### config.mk
export PLATFORM = sky130hd
export DESIGN_NAME = pagerank_iter_sched_flat
export DESIGN_NICKNAME = d
export VERILOG_FILES = /design/src/rtl/pagerank_iter_sched_if.sv /design/src/rtl/pagerank_iter_sched.sv /design/src/flat_wrapper.sv
export SDC_FILE = /design/constraint.sdc
export NUM_CORES = 1
export LEC_CHECK = 0
export ABC_CLOCK_PERIOD_IN_PS = 5100
export BUFFER_PORTS_ARGS = -buffer_cell sky130_fd_sc_hd__buf_2
export CAP_MARGIN = 20
export CORE_MARGIN = 5
export CORE_UTILIZATION = 30
export CTS_BUF_LIST = sky130_fd_sc_hd__clkbuf_2
export DETAILED_ROUTE_END_ITERATION = 10
export PLACE_DENSITY = 0.52
export SLEW_MARGIN = 5
export SYNTH_ARGS = -nofsm -noshare
export SYNTH_HDL_FRONTEND = slang
export SYNTH_SLANG_ARGS = --single-unit
### constraint.sdc
create_clock -name clock -period 5.1 [get_ports clock]
set_input_delay 1.02 -clock clock [delete_from_list [all_inputs] [get_ports clock]]
set_output_delay 1.02 -clock clock [all_outputs]
set_load 0.03 [all_outputs]
### src/rtl/pagerank_iter_sched_if.sv
// Control/status bundle between the PageRank iteration scheduler and its
// gather threads, serializer and host.
interface pagerank_iter_sched_if #(
   parameter int NUM_HW_THREADS = 8
);
   logic                      start;
   logic                      abort;
   logic [7:0]                iter_limit;
   logic [NUM_HW_THREADS-1:0] gather_done;
   logic                      stream_done;
   logic                      gather_go;
   logic                      next_iteration;
   logic [7:0]                iter_count;
   logic                      busy;
   logic                      run_done;
   logic                      error;

   modport master (
      output start, abort, iter_limit, gather_done, stream_done,
      input  gather_go, next_iteration, iter_count, busy, run_done, error
   );

   modport slave (
      input  start, abort, iter_limit, gather_done, stream_done,
      output gather_go, next_iteration, iter_count, busy, run_done, error
   );
endinterface

### src/rtl/pagerank_iter_sched.sv
// Iteration scheduler: sequences gather -> stream -> advance phases for a
// PageRank run, with a per-phase watchdog. All outputs are registered.
module pagerank_iter_sched #(
   parameter int NUM_HW_THREADS = 8,
   parameter int TIMEOUT_CYCLES = 1024
) (
   input logic                  clock,
   input logic                  reset_n,
   pagerank_iter_sched_if.slave bus
);
   typedef enum logic [2:0] {
      S_IDLE, S_GATHER, S_STREAM, S_ADVANCE, S_FINISH, S_ERROR
   } state_t;

   localparam logic [15:0] WD_LAST = 16'(TIMEOUT_CYCLES - 1);

   state_t                    state_q, state_d;
   logic [NUM_HW_THREADS-1:0] done_seen_q, done_seen_d;
   logic [NUM_HW_THREADS-1:0] gather_done;
   logic [15:0]               wd_q, wd_d;
   logic [7:0]                limit_q, limit_d;
   logic [7:0]                iter_count_q, iter_count_d;
   logic                      gather_go_q, gather_go_d;
   logic                      next_iteration_q, next_iteration_d;
   logic                      busy_q, busy_d;
   logic                      run_done_q, run_done_d;
   logic                      error_q, error_d;
   logic                      gather_all;
   logic                      wd_expired;
   logic                      in_phase;

   assign gather_done = bus.gather_done;

   always_comb begin
      // NOTE: every signal gets a default before any branch so no path leaves
      // one unassigned, which would infer a latch.
      state_d      = state_q;
      done_seen_d  = done_seen_q;
      limit_d      = limit_q;
      iter_count_d = iter_count_q;
      gather_all   = &(done_seen_q | gather_done);
      wd_expired   = (wd_q == WD_LAST);

      if (bus.abort) begin
         state_d     = S_IDLE;
         done_seen_d = '0;
      end else begin
         unique case (state_q)
            S_IDLE: begin
               if (bus.start) begin
                  state_d      = S_GATHER;
                  limit_d      = (bus.iter_limit == 8'd0) ? 8'd1 : bus.iter_limit;
                  iter_count_d = 8'd0;
                  done_seen_d  = '0;
               end
            end
            S_GATHER: begin
               done_seen_d = done_seen_q | gather_done;
               // Completion outranks a watchdog expiry landing on the same cycle.
               if (gather_all)      state_d = S_STREAM;
               else if (wd_expired) state_d = S_ERROR;
            end
            S_STREAM: begin
               if (bus.stream_done) state_d = S_ADVANCE;
               else if (wd_expired) state_d = S_ERROR;
            end
            S_ADVANCE: begin
               iter_count_d = iter_count_q + 8'd1;
               done_seen_d  = '0;
               state_d      = (iter_count_d == limit_q) ? S_FINISH : S_GATHER;
            end
            S_FINISH: state_d = S_IDLE;
            S_ERROR:  state_d = S_ERROR;
            default:  state_d = S_IDLE;
         endcase
      end

      // Watchdog restarts on every phase entry, including ADVANCE -> GATHER.
      in_phase = (state_d == S_GATHER) || (state_d == S_STREAM);
      wd_d     = (in_phase && (state_d == state_q)) ? wd_q + 16'd1 : 16'd0;

      gather_go_d      = (state_d == S_GATHER) && (state_q != S_GATHER);
      next_iteration_d = (state_d == S_ADVANCE);
      run_done_d       = (state_d == S_FINISH);
      busy_d           = (state_d == S_GATHER) || (state_d == S_STREAM) ||
                         (state_d == S_ADVANCE) || (state_d == S_FINISH);
      error_d          = (state_d == S_ERROR);
   end

   // NOTE: sequential state uses non-blocking assignments so every flop
   // samples pre-edge values regardless of statement order.
   always_ff @(posedge clock) begin
      if (!reset_n) begin
         state_q          <= S_IDLE;
         done_seen_q      <= '0;
         wd_q             <= 16'd0;
         limit_q          <= 8'd1;
         iter_count_q     <= 8'd0;
         gather_go_q      <= 1'b0;
         next_iteration_q <= 1'b0;
         busy_q           <= 1'b0;
         run_done_q       <= 1'b0;
         error_q          <= 1'b0;
      end else begin
         state_q          <= state_d;
         done_seen_q      <= done_seen_d;
         wd_q             <= wd_d;
         limit_q          <= limit_d;
         iter_count_q     <= iter_count_d;
         gather_go_q      <= gather_go_d;
         next_iteration_q <= next_iteration_d;
         busy_q           <= busy_d;
         run_done_q       <= run_done_d;
         error_q          <= error_d;
      end
   end

   assign bus.gather_go      = gather_go_q;
   assign bus.next_iteration = next_iteration_q;
   assign bus.iter_count     = iter_count_q;
   assign bus.busy           = busy_q;
   assign bus.run_done       = run_done_q;
   assign bus.error          = error_q;
endmodule

### src/flat_wrapper.sv
// flat-port wrapper written by rule: the top's interface ports become plain ports
module pagerank_iter_sched_flat 
#(
   parameter int NUM_HW_THREADS = 8,
   parameter int TIMEOUT_CYCLES = 1024
)
  (clock, reset_n, bus_start, bus_abort, bus_iter_limit, bus_gather_done, bus_stream_done, bus_gather_go, bus_next_iteration, bus_iter_count, bus_busy, bus_run_done, bus_error);
  pagerank_iter_sched_if #(.NUM_HW_THREADS(NUM_HW_THREADS)) bus_i ();
  input logic clock;
  input logic reset_n;
  input wire logic [$bits(bus_i.start)-1:0] bus_start;
  input wire logic [$bits(bus_i.abort)-1:0] bus_abort;
  input wire logic [$bits(bus_i.iter_limit)-1:0] bus_iter_limit;
  input wire logic [$bits(bus_i.gather_done)-1:0] bus_gather_done;
  input wire logic [$bits(bus_i.stream_done)-1:0] bus_stream_done;
  output wire logic [$bits(bus_i.gather_go)-1:0] bus_gather_go;
  output wire logic [$bits(bus_i.next_iteration)-1:0] bus_next_iteration;
  output wire logic [$bits(bus_i.iter_count)-1:0] bus_iter_count;
  output wire logic [$bits(bus_i.busy)-1:0] bus_busy;
  output wire logic [$bits(bus_i.run_done)-1:0] bus_run_done;
  output wire logic [$bits(bus_i.error)-1:0] bus_error;
  assign bus_i.start = bus_start;
  assign bus_i.abort = bus_abort;
  assign bus_i.iter_limit = bus_iter_limit;
  assign bus_i.gather_done = bus_gather_done;
  assign bus_i.stream_done = bus_stream_done;
  assign bus_gather_go = bus_i.gather_go;
  assign bus_next_iteration = bus_i.next_iteration;
  assign bus_iter_count = bus_i.iter_count;
  assign bus_busy = bus_i.busy;
  assign bus_run_done = bus_i.run_done;
  assign bus_error = bus_i.error;
  pagerank_iter_sched #(.NUM_HW_THREADS(NUM_HW_THREADS), .TIMEOUT_CYCLES(TIMEOUT_CYCLES)) u_core (.clock(clock), .reset_n(reset_n), .bus(bus_i));
endmodule
==> flow_metrics.tcl <==
set metrics [dict create \
    vdd_ir_drop_max_mv 0.1134 \
    drt_first_pass_iters 5 \
    worstMarginPinSlew_ns 0.6870 \
    finalWorstPathRequiredPeriod_ns 2.767 \
    yosys.area.top_type_share 0.4133 \
    ctsHoldBuffers 0 \
    h-tree-depth 2 \
    syn_nets 285 \
    yosysTopAreaCell "dfxtp_1" \
    dpl.cell_count 389 \
    synth-edff-count 0 \
    cpMaxStageDelayCell "nor3b_4" \
    synth-seq-cells 48 \
    buffer_ports.inserted 33 \
    cts_tree "built" \
    register_area_um2 960.9 \
    worst_r2r_startpoint "u_core.bus.iter_count[0]$_SDFFE_PN0P_" \
    post_drt_via_cell_ratio 5.023 \
    area.growth.synth_to_final_pct 13.62 \
    max_stage_delay_on_crit_path_ns 0.62 \
    netlist-cell-type-count 54 \
    drt-total-wl_um 5233 \
    globalRouteOverflowTotal 0 \
    synth_seq_area_share 0.4133 \
    synth.cells.most_frequent "dfxtp_1, nor2_1, nor3_1" \
    maxClockFrequency_ghz 0.3614 \
    grt_setup_unrepaired "no" \
    design.core.area_um2 7647 \
    outcome "finished clean" \
    crit_path_cell_trace "buf_2 -> o22ai_1 -> or4_4 -> a32o_1 -> a211o_1 -> nor3b_4 -> o211a_1" \
    route.antenna.remaining_nets 0 \
    nFillCells 818 \
    grt_first_pass_wirelength_um 8942 \
    drc_errors 0 \
    reg2regPathDepth 7 \
    clock_skew_ns 0.02279 \
    postCtsResizedCells 0 \
    fin_cells 397 \
    final.setup.tns_ns 0 \
    crit_arrival_ns 3.15 \
    cts_root_buffer "clkbuf_2" \
    via_count 1994 \
    netlist_instances 262 \
    reg2reg_setup_slack_ns 2.43 \
    grt_pass1_vias 1885 \
    drv_cap 0 \
    track_usage 0.1123 \
    mean_post_synth_cell_area_um2 8.873 \
    dieHeight_um 98.03 \
    die-area_um2 9610 \
    finalWeightedCongestion 0.7792 \
    crit_end "u_core.bus.run_done$_SDFF_PN0_" \
    dieWidth_um 98.03 \
    worst_setup_path_start_kind "primary input" \
    dp_hpwl_um 3847 \
    asyncSetResetFlopFracSynth 0 \
    synth_most_common_cell "dfxtp_1" \
    buffer_depth_of_the_longest_clock_path 2 \
    multi_input_comb_area_um2 1292 \
    drt_iter0_markers 51 \
    worstSetupPathDepth 7 \
    num_antenna_cells 0 \
    cts.clk_slew.worst_paths_ns 0.22 \
    hold_violations 0 \
    num-nets-final 317 \
    grt_max_degree 20 \
    initial_core_util 0.3040 \
    cts_setup_buffers 0 \
    netlist_top_cells_area "dfxtp_1, xor2_1, nor3_1" \
    final_max_slew_viol_count 0 \
    worstSetupPathType "primary input to register" \
    power.total_uw 649.2 \
    crit_path_max_fanout 17 \
    synth.yosys.warnings 0 \
    depth_of_the_worst_hold_timing_path 1 \
    leakage_uw 0.001006 \
    timing.final.crit_share 0.5426 \
    std_cell_rows 32 \
    antenna_found_initial 0 \
    cts.sink_count 48 \
    tritoncts.num_buffers 5 \
    synth-main-ff-cell "dfxtp_1" \
    worst-endpoint-required_ns 5.48 \
    hp-class "register to register" \
    slew_headroom 0.5415 \
    critical_path.endpoint_type "register" \
    clock_latency_ns 0.43 \
    synthesis.area_um2 2325 \
    critical_path.n_buffers_inverters 1 \
    power_density_nw_per_um2 245.8 \
    timing.rr.end "u_core.bus.run_done$_SDFF_PN0_" \
    drive_gt1_frac 0.1864 \
    setup-violations-final 0 \
    cp_top_family "simple AND/OR/NAND/NOR gates" \
    io-pin-count 34 \
    wire_per_inst_um 13.18 \
    critical_path.startpoint "bus_gather_done[7]" \
]
==> cell families (layout without fill, tap and decap cells) <==
family / after synthesis / count (layout) / share of synthesized area
mux: 7 / 7 / 0.03014
buf+inv: 14 / 47 / 0.03336
simple gates: 113 / 113 / 0.2713
xor+xnor: 22 / 22 / 0.08289
fa+ha+maj: 2 / 2 / 0.01076
flops: 48 / 48 / 0.4133
compound gates: 56 / 56 / 0.1582
==> layout make-up <==
| cell class | instances | area share |
|---|---|---|
| Multi-Input combinational cell | 200 | 0.4893 |
| Sequential cell | 48 | 0.3638 |
| Timing Repair Buffer | 35 | 0.06821 |
| Tap cell | 102 | 0.04832 |
| Clock inverter | 2 | 0.01326 |
| Clock buffer | 6 | 0.01137 |
| Inverter | 4 | 0.005685 |
==> where the power goes <==
group,switching [uW],internal [uW]
Clock,122,84.2
Sequential,3.93,382
Combinational,34.5,23.1
Total,160,489
==> sequential cells by signal, summed over array words and instances (netlist names) <==
register and count:
u_core.bus.busy 1, u_core.bus.error 1, u_core.bus.gather_go 1, u_core.bus.iter_count 8, u_core.bus.next_iteration 1, u_core.bus.run_done 1
u_core.done_seen_q 8, u_core.limit_q 8, u_core.state_q 3, u_core.wd_q 16
==> layer usage <==
layer,vias up,GRT usage,wire (um)
met5,-,0,0
met4,0,0.03834,72
met3,9,0.03429,317
met2,52,0.1691,2250
met1,900,0.1524,2592
li1,1033,-,-
==> metrics by stage <==
stage | hold WS [ns] | area, um2 | worst slack (ns) | utilization
after floorplan | 0.4295 | 2325 | 2.275 | -
after global placement | 0.4550 | 2576 | 1.879 | 0.3369
after detailed placement | 0.4594 | 2576 | 1.838 | 0.3369
after CTS | 0.4843 | 2641 | 2.314 | 0.3454
after global routing | 0.5088 | 2641 | 2.140 | 0.3454
final | 0.4794 | 2641 | 2.333 | 0.3454
==> worst min path at each step <==
stage / start / endpoint
finish: u_core.wd_q[0]$_SDFF_PN0_ / u_core.wd_q[0]$_SDFF_PN0_
global placement: u_core.wd_q[0]$_SDFF_PN0_ / u_core.wd_q[0]$_SDFF_PN0_
floorplan: u_core.wd_q[0]$_SDFF_PN0_ / u_core.wd_q[0]$_SDFF_PN0_
global route: u_core.wd_q[0]$_SDFF_PN0_ / u_core.wd_q[0]$_SDFF_PN0_
detailed placement: u_core.wd_q[0]$_SDFF_PN0_ / u_core.wd_q[0]$_SDFF_PN0_
CTS: u_core.wd_q[0]$_SDFF_PN0_ / u_core.wd_q[0]$_SDFF_PN0_
==> worst reg2reg max path, delay by kind of cell (launching register included) <==
family                     cells  cell delay (ns)
and+or+nand+nor                2             0.86
DFF                            1             0.53
adders and majority gates      1             0.33
AOI/OAI and AO/OA              4             0.91
==> cell usage in the layout (no fill, tap or decap), drive strengths merged, types with 4 or more instances in the layout <==
master,n
dfxtp,48
buf,35
nor2,30
nor3,22
xor2,15
a21oi,15
nand2,10
o21ai,10
nand3,9
a22oi,9
mux2i,7
xnor2,7
and3,6
clkbuf,6
o22ai,5
nand4,5
nor3b,5
nor4,4
a31oi,4
Power figures use the tool's default switching activity.
